===== src/rtl/button_pkg.sv =====
// Shared types and defaults for the pushbutton conditioner.
// Optional feature macro: BUTTON_CONDITIONER_AUTOREPEAT_EN.
package button_pkg;

  typedef enum logic [1:0] {
    IDLE         = 2'd0,
    PRESS_WAIT   = 2'd1,
    HELD         = 2'd2,
    RELEASE_WAIT = 2'd3
  } btn_state_t;

  localparam int unsigned DEBOUNCE_CYCLES_DEFAULT = 25000;

endpackage


===== src/rtl/button_debounce_ch.sv =====
// Single pushbutton channel: 2-flop synchroniser, debounce FSM, registered
// level/press/release outputs. Auto-repeat on held buttons is built only when
// BUTTON_CONDITIONER_AUTOREPEAT_EN is defined.
module button_debounce_ch
  import button_pkg::*;
#(
  parameter int unsigned DEBOUNCE_CYCLES = DEBOUNCE_CYCLES_DEFAULT,
  parameter int unsigned REPEAT_DELAY    = 12500000,
  parameter int unsigned REPEAT_PERIOD   = 2500000
) (
  input  logic clock,
  input  logic reset_n,
  input  logic btn_raw,
  output logic btn_level,
  output logic btn_press,
  output logic btn_release
);

  localparam int unsigned CW = $clog2(DEBOUNCE_CYCLES);
  localparam logic [CW-1:0] CNT_LAST = CW'(DEBOUNCE_CYCLES - 1);

  logic          sync1;
  logic          sync2;
  logic [CW-1:0] cnt;
  btn_state_t    state;

`ifdef BUTTON_CONDITIONER_AUTOREPEAT_EN
  localparam int unsigned RMAX = (REPEAT_DELAY > REPEAT_PERIOD) ? REPEAT_DELAY : REPEAT_PERIOD;
  localparam int unsigned RW   = (RMAX > 2) ? $clog2(RMAX) : 1;

  logic [RW-1:0] rpt_cnt;
  logic          rpt_first;
  logic [RW-1:0] rpt_last;

  // First repeat waits the long delay, later ones the shorter period.
  assign rpt_last = rpt_first ? RW'(REPEAT_DELAY - 1) : RW'(REPEAT_PERIOD - 1);
`else
  // Repeat timing has no consumer in this build.
  if (REPEAT_DELAY == 0 || REPEAT_PERIOD == 0) begin : g_repeat_unused
  end
`endif

  // Two-flop synchroniser for the asynchronous button level.
  always_ff @(posedge clock or negedge reset_n) begin
    if (!reset_n) begin
      sync1 <= 1'b0;
      sync2 <= 1'b0;
    end else begin
      sync1 <= btn_raw;
      sync2 <= sync1;
    end
  end

  // Debounce FSM with registered level and single-cycle strobes.
  always_ff @(posedge clock or negedge reset_n) begin
    if (!reset_n) begin
      state       <= IDLE;
      cnt         <= '0;
      btn_level   <= 1'b0;
      btn_press   <= 1'b0;
      btn_release <= 1'b0;
`ifdef BUTTON_CONDITIONER_AUTOREPEAT_EN
      rpt_cnt     <= '0;
      rpt_first   <= 1'b1;
`endif
    end else begin
      btn_press   <= 1'b0;
      btn_release <= 1'b0;
      case (state)
        IDLE: begin
          if (sync2) begin
            state <= PRESS_WAIT;
            cnt   <= CW'(1);
          end
        end
        PRESS_WAIT: begin
          if (!sync2) begin
            state <= IDLE;
          end else if (cnt == CNT_LAST) begin
            state     <= HELD;
            btn_level <= 1'b1;
            btn_press <= 1'b1;
          end else begin
            cnt <= cnt + 1'b1;
          end
        end
        HELD: begin
          if (!sync2) begin
            state <= RELEASE_WAIT;
            cnt   <= CW'(1);
          end
`ifdef BUTTON_CONDITIONER_AUTOREPEAT_EN
          else if (rpt_cnt == rpt_last) begin
            btn_press <= 1'b1;
            rpt_cnt   <= '0;
            rpt_first <= 1'b0;
          end else begin
            rpt_cnt <= rpt_cnt + 1'b1;
          end
`endif
        end
        RELEASE_WAIT: begin
          if (sync2) begin
            state <= HELD;
          end else if (cnt == CNT_LAST) begin
            state       <= IDLE;
            btn_level   <= 1'b0;
            btn_release <= 1'b1;
`ifdef BUTTON_CONDITIONER_AUTOREPEAT_EN
            rpt_cnt     <= '0;
            rpt_first   <= 1'b1;
`endif
          end else begin
            cnt <= cnt + 1'b1;
          end
        end
        default: state <= IDLE;
      endcase
    end
  end

endmodule


===== src/rtl/button_conditioner.sv =====
// Pushbutton front end: N_BTN independent debounced channels feeding the
// seven-segment digit loaders. Optional auto-repeat via
// BUTTON_CONDITIONER_AUTOREPEAT_EN.
module button_conditioner
  import button_pkg::*;
#(
  parameter int unsigned N_BTN           = 4,
  parameter int unsigned DEBOUNCE_CYCLES = DEBOUNCE_CYCLES_DEFAULT,
  parameter int unsigned REPEAT_DELAY    = 12500000,
  parameter int unsigned REPEAT_PERIOD   = 2500000
) (
  input  logic             clock,
  input  logic             reset_n,
  input  logic [N_BTN-1:0] btn_raw,
  output logic [N_BTN-1:0] btn_level,
  output logic [N_BTN-1:0] btn_press,
  output logic [N_BTN-1:0] btn_release
);

  // One conditioner per button; outputs are bit-concatenated.
  for (genvar i = 0; i < N_BTN; i++) begin : g_ch
    button_debounce_ch #(
      .DEBOUNCE_CYCLES(DEBOUNCE_CYCLES),
      .REPEAT_DELAY   (REPEAT_DELAY),
      .REPEAT_PERIOD  (REPEAT_PERIOD)
    ) u_ch (
      .clock      (clock),
      .reset_n    (reset_n),
      .btn_raw    (btn_raw[i]),
      .btn_level  (btn_level[i]),
      .btn_press  (btn_press[i]),
      .btn_release(btn_release[i])
    );
  end

endmodule

===== config.mk =====
export PLATFORM = sky130hd
export DESIGN_NAME = button_conditioner
export DESIGN_NICKNAME = d
export VERILOG_FILES = /design/src/rtl/button_pkg.sv /design/src/rtl/button_debounce_ch.sv /design/src/rtl/button_conditioner.sv
export SDC_FILE = /design/constraint.sdc
export NUM_CORES = 1
export LEC_CHECK = 0
export BUFFER_PORTS_ARGS = -buffer_cell sky130_fd_sc_hd__buf_4
export CORE_UTILIZATION = 60
export CTS_CLUSTER_DIAMETER = 30
export DETAILED_ROUTE_END_ITERATION = 7
export PLACE_DENSITY_LB_ADDON = 0.1
export SYNTH_ARGS = -nofsm -noshare
export SYNTH_HDL_FRONTEND = slang
export SYNTH_SLANG_ARGS = --single-unit

===== constraint.sdc =====
create_clock -name clock -period 2.3 [get_ports clock]
set_input_delay 0.115 -clock clock [delete_from_list [all_inputs] [get_ports clock]]
set_output_delay 0.115 -clock clock [all_outputs]
set_load 0.02 [all_outputs]

==> results.cfg, run 1 <==
[global_route]
gr-usage-met2_pct = 41.4
grtUsageMet1_pct = 36.4
antenna_found_initial = 0
grt_pass1_wl_mm = 17.6
grt_use_total_pct = 25.7
grt_max_degree = 46
grt_overflow = 0
gr-usage-met3_pct = 4.98
top_usage_layer = met2
grt_pass1_vias = 3764

[finish]
nets = 534
drive_above_1_share_pct = 13.2
final_util_pct = 67.9
area.growth.synth_to_final_pct = 9.26
n_antenna_cell = 0
instances_no_fill = 631

[place]
dp.cells = 610
dp_hpwl_mm = 6.84
portBuffers = 17
gp_congestion = 0.932

[flow_run]
maxCapViolations = 0

[synth]
synth_top_family_by_area = simple AND/OR/NAND/NOR gates
synth_most_common_cell = dfrtp_1
synth_top_area_share_pct = 45.6
ys_warn_count = 0
synth_xor_area_share_pct = 1.82
yosys-top-cells-area = dfrtp_1, nand2_1, nand3_1
synthTopCellsByCount = dfrtp_1, nand2_1, nand3_1
avgSynthCellArea_um2 = 9.50
synthAdderAreaFrac_pct = 1.04
ys_types = 52
synth-edff-count = 0
synthCells = 508
netlist.top_cell.by_area = dfrtp_1
async_flop_share_pct = 100
synthFlopType = dfrtp_1
synth_compound_area_share_pct = 14.2
yosysSeqAreaShare_pct = 45.6
synth_mux_area_share_pct = 1.61
syn-cell-area_um2 = 4820
synth_nets = 518
synth_seq_cells = 88
synthSimpleGateAreaFrac_pct = 30.4

[detailed_routing]
drt_pass1_iterations = 5
route.detailed.drc = 0
drtIter0Drc = 174
via_per_inst = 6.33
num_vias = 3992
ant_nets = 0
drt-total-wl_mm = 10.0
routedWlPerCell_um = 15.8

[clock_tree]
cts_tree = done
cts_sinks = 88
clk_path_buf_depth = 2
clk_latency_ns = 0.35
cts-root-buf = clkbuf_8
htreeDepth = 3
numCtsBuffers = 9
path_clk_slew_ns = 0.09

[setup_path]
cp_data_required_time_ns = 2.59
startpoint_type = flip-flop
r2r_setup_slack_ns = 0.15
criticalPathCategory = reg -> reg
reg2reg_from = g_ch[3].u_ch.cnt[0]
critPathCapture = g_ch[3].u_ch.cnt[14]
ff2ff_path_depth = 5
crit_fanout = 7
crit_start = g_ch[3].u_ch.cnt[0]
cp-end-kind = flip-flop
cp.arrival_ns = 2.44
r2r_end = g_ch[3].u_ch.cnt[14]

[die]
die_area_um2 = 8400
core_area_um2 = 7770
num_io_pins = 18
num_rows = 32
die_h_um = 91.7
initial_core_util_pct = 62.1
die_w_um = 91.7

[timing]
setup_viol = 0
finalSetupTns_ns = 0
hold_viol_final = 0
rsz0062_at_grt = false
final.setup_skew_ns = 0.0118
worst_pin_slew_ns = 1.09
worst_hold_slack_ns = 0.297
drv_slew = 0
max_freq_mhz = 465
slew-limit-headroom_pct = 26.9
finalCritPeriodShare_pct = 93.5
period_needed_ns = 2.15

[power]
ir_drop_uv = 406
leakage_nw = 2.23
p_total_mw = 3.19
powerDensity_nw_per_um2 = 604

[hold_path]
min_path_type = in -> async

[outcome]
status = finished clean
[cells by family (layout without fill, tap and decap cells)]
logic type,after synthesis,count (layout)
adder cells (fa/ha/maj),4,4
AO/OA/AOI/OAI,98,98
multiplexers,7,7
AND/OR/NAND/NOR,254,254
flip-flops,88,88
buffers and inverters,47,68
XOR/XNOR,10,10
[critical path: stages, from the launching register on]
cell     delay, ns
dfrtp_1       0.42
ha_1          0.31
nand4_1       0.24
or4bb_1       0.56
or4b_1        0.47
nand3_1       0.09
[per-layer routing]
metal  routed length, µm  vias to the layer above
li1                    -                     1940
met1                4730                     1956
met2                4800                       84
met3                 382                       12
met4                  89                        0
met5                   0                        -
[flip-flops by register name, summed over array words and instances (netlist names), named ones only]
| signal | count |
|---|---|
| g_ch.u_ch.sync1 | 4 |
| g_ch.u_ch.state | 4 |
| g_ch.u_ch.btn_level | 4 |
| g_ch.u_ch.btn_press | 4 |
| g_ch.u_ch.btn_release | 4 |
| g_ch.u_ch.cnt | 60 |
| g_ch.u_ch.sync2 | 4 |
[report_power, final]
| part | internal, mW | switching (mW) | leakage (nW) | total [mW] |
|---|---|---|---|---|
| logic | 0.144 | 0.192 | 0.944 | 0.336 |
| clock network | 0.538 | 0.537 | 0.108 | 1.07 |
| registers | 1.64 | 0.136 | 1.18 | 1.78 |
[layout make-up]
| cell class | instances | area, µm² |
|---|---|---|
| clock buffer | 14 | 193 |
| clock inverter | 2 | 10.0 |
| fill | 603 | 2500 |
| inverter | 11 | 41.3 |
| multi-input combinational | 373 | 2360 |
| sequential | 88 | 2200 |
| tap | 102 | 128 |
| timing repair buffer | 41 | 333 |
[through the flow]
step	setup slack, ns	instance area (µm²)
3_3_place_gp	0.231	5020
5_1_grt	0.00345	5270
3_5_place_dp	0.170	5020
2_1_floorplan	0.285	4820
4_1_cts	0.145	5270
6_report	0.150	5270
[worst min path at each step]
| stage | start | end | slack (ns) | cells after the start |
|---|---|---|---|---|
| finish | reset_n | g_ch[1].u_ch.cnt[3] | 0.30 | 2 |
| global route | reset_n | g_ch[1].u_ch.cnt[3] | 0.36 | 2 |
| CTS | reset_n | g_ch[3].u_ch.btn_release | 0.32 | 2 |
| detailed placement | reset_n | g_ch[1].u_ch.cnt[3] | 0.15 | 1 |
| global placement | reset_n | g_ch[1].u_ch.cnt[3] | 0.15 | 1 |
| floorplan | reset_n | asynchronous set/reset pin | -0.18 | 0 |
[cells in the final DEF, fill, tap and decap left out, drive strengths merged, types with 4 or more instances in the layout]
master       instances
dfrtp               88
nand2               72
nand3               40
buf                 36
o21ai               33
nand4               19
a21oi               17
nor2                15
or4                 14
clkbuf              14
nor4                14
and3                13
or4b                12
inv                 11
o31ai               10
or3                  9
nand2b               8
o211ai               8
a22o                 8
and4                 7
xor2                 6
nand3b               6
mux2                 6
o221ai               6
nand4b               5
nor4b                5
dlygate4sd3          5
nor3b                4
nor4bb               4
xnor2                4
ha                   4
[what timing repair did]
action / 4_1_cts / 5_1_grt
setup endpoints to repair: 0 / 0
hold buffers: 5 / 0
resized for setup: 0 / 0
hold endpoints to repair: 48 / 0
buffers inserted: 0 / 0
(Power assumes the default switching activity.)
==> run 2: changes to the inputs <==
--- a/config.mk
+++ b/config.mk
@@ -8,4 +8,5 @@
 export BUFFER_PORTS_ARGS = -buffer_cell sky130_fd_sc_hd__buf_4
 export CORE_UTILIZATION = 60
+export CTS_BUF_LIST = sky130_fd_sc_hd__clkbuf_8
 export CTS_CLUSTER_DIAMETER = 30
 export DETAILED_ROUTE_END_ITERATION = 7
==> constraint.sdc (replaced) <==
create_clock -name clock -period 2.4 [get_ports clock]
set_input_delay 0.12 -clock clock [delete_from_list [all_inputs] [get_ports clock]]
set_output_delay 0.12 -clock clock [all_outputs]
set_load 0.01 [all_outputs]
==> results.cfg, run 2 (synthesis results as in run 1) <==
[global_route]
antenna_found_initial = 0
grt_use_total_pct = 25.2
grt_overflow = 0
grt_pass1_wl_mm = 17.0
grt_pass1_vias = 3648
grt_max_degree = 46

[detailed_routing]
ant_nets = 0
via_per_inst = 6.24
drt-total-wl_mm = 9.83
drtIter0Drc = 180
routedWlPerCell_um = 15.7
drt_pass1_iterations = 5
num_vias = 3919
route.detailed.drc = 0

[timing]
finalSetupTns_ns = 0
final.setup_skew_ns = 0.0105
slew-limit-headroom_pct = 62.0
worst_pin_slew_ns = 0.563
rsz0062_at_grt = false
period_needed_ns = 2.17
finalCritPeriodShare_pct = 90.5
drv_slew = 0
max_freq_mhz = 461
hold_viol_final = 0
setup_viol = 0

[power]
internal-power_mw = 2.30
p_sw_mw = 0.878
ir_drop_uv = 415
p_comb_share_pct = 9.4
clkPwrFrac_pct = 36.6
leakage_nw = 2.22
powerDensity_nw_per_um2 = 604
switching_share_pct = 27.6
pwr-share-seq_pct = 54.0

[setup_path]
crit_fanout = 7
criticalPathCategory = reg -> reg
r2r_end = g_ch[3].u_ch.cnt[14]
startpoint_type = flip-flop
ff2ff_path_depth = 5
r2r_setup_slack_ns = 0.23
reg2reg_from = g_ch[3].u_ch.cnt[0]
cp_data_required_time_ns = 2.70
crit_chain = ha_1, nand4_1, or4bb_1, or4b_1, nand3_1
cp-end-kind = flip-flop
max_stage_delay_ns = 0.57
cp.arrival_ns = 2.47
cpMaxStageDelayCell = or4bb_1

[finish]
area.growth.synth_to_final_pct = 8.97
final_util_pct = 67.7
largest_reg_flops = 60
regMostFlops = g_ch.u_ch.cnt
final_cell_mix = dfrtp_1, nand2_1, nand3_1
nets = 531
instances_no_fill = 628
n_antenna_cell = 0
drive_above_1_share_pct = 12.7
final_common_cell = dfrtp_1

[place]
dp.cells = 607
portBuffers = 17
dp_hpwl_mm = 6.65
gp_congestion = 0.894

[clock_tree]
htreeDepth = 3
cts_sinks = 88
post_cts_buffers = 0
clk_latency_ns = 0.36
cts-root-buf = clkbuf_8
clk_path_buf_depth = 2
numCtsBuffers = 9
path_clk_slew_ns = 0.09
cts_tree = done

[flow_run]
maxCapViolations = 0

[die]
num_rows = 32
die_area_um2 = 8400
die_w_um = 91.7
num_io_pins = 18
die_h_um = 91.7
core_area_um2 = 7770
initial_core_util_pct = 62.1

[outcome]
status = finished clean

[hold_path]
min_path_type = in -> async
## run 2: timing repair
action / CTS / global route
hold buffers: 5 / 0
resized for setup: 0 / 0
endpoints found under the hold margin: 46 / 0
## run 2: worst max path at each step
stage,depth (start not counted),start,slack [ns],endpoint
floorplan,5,g_ch[0].u_ch.cnt[3],0.39,g_ch[0].u_ch.cnt[0]
global placement,5,g_ch[3].u_ch.cnt[0],0.33,g_ch[3].u_ch.cnt[14]
detailed placement,5,g_ch[3].u_ch.cnt[0],0.24,g_ch[3].u_ch.cnt[14]
CTS,5,g_ch[3].u_ch.cnt[0],0.23,g_ch[3].u_ch.cnt[14]
global route,5,g_ch[3].u_ch.cnt[0],0.13,g_ch[3].u_ch.cnt[14]
finish,5,g_ch[3].u_ch.cnt[0],0.23,g_ch[3].u_ch.cnt[14]
## run 2: metal layers
| layer | vias to the layer above | share of wire, % | GRT usage [%] |
|---|---|---|---|
| met1 | 1880 | 48 | 34.7 |
| met4 | 0 | 0.94 | 7.54 |
| li1 | 1927 | - | - |
| met2 | 102 | 47 | 39.9 |
| met5 | - | 0 | 0 |
| met3 | 10 | 4.3 | 5.56 |
## run 2: final cells by class
class | count | area, µm²
multi-input combinational | 373 | 2360
sequential | 88 | 2200
clock buffer | 9 | 124
fill | 611 | 2510
timing repair buffer | 38 | 298
clock inverter | 7 | 100
inverter | 11 | 41.3
tap | 102 | 128
## run 2: worst max-delay path, delay by kind of cell (launching register included)
family	cells	cell delay [ns]
flip-flops	1	0.42
AND/OR/NAND/NOR	4	1.37
adder cells (fa/ha/maj)	1	0.32
## run 2: stage by stage
stage / power, mW / area (µm²) / hold slack, ns / worst slack, ns
after floorplan: 1.93 / 4820 / -0.176 / 0.385
after global placement: 2.02 / 4980 / 0.151 / 0.326
after detailed placement: 2.04 / 4980 / 0.150 / 0.237
after CTS: 3.21 / 5260 / 0.296 / 0.225
after global routing: 3.33 / 5260 / 0.328 / 0.134
final: 3.18 / 5260 / 0.280 / 0.228
## run 2: power by group through the flow
| stage | Sequential (mW) | Clock [mW] | Combinational (mW) |
|---|---|---|---|
| finish | 1.72 | 1.16 | 0.297 |
| global route | 1.74 | 1.25 | 0.340 |
| CTS | 1.71 | 1.19 | 0.301 |
| detailed placement | 1.74 | 0 | 0.293 |
| global placement | 1.73 | 0 | 0.283 |
| floorplan | 1.70 | 0 | 0.231 |
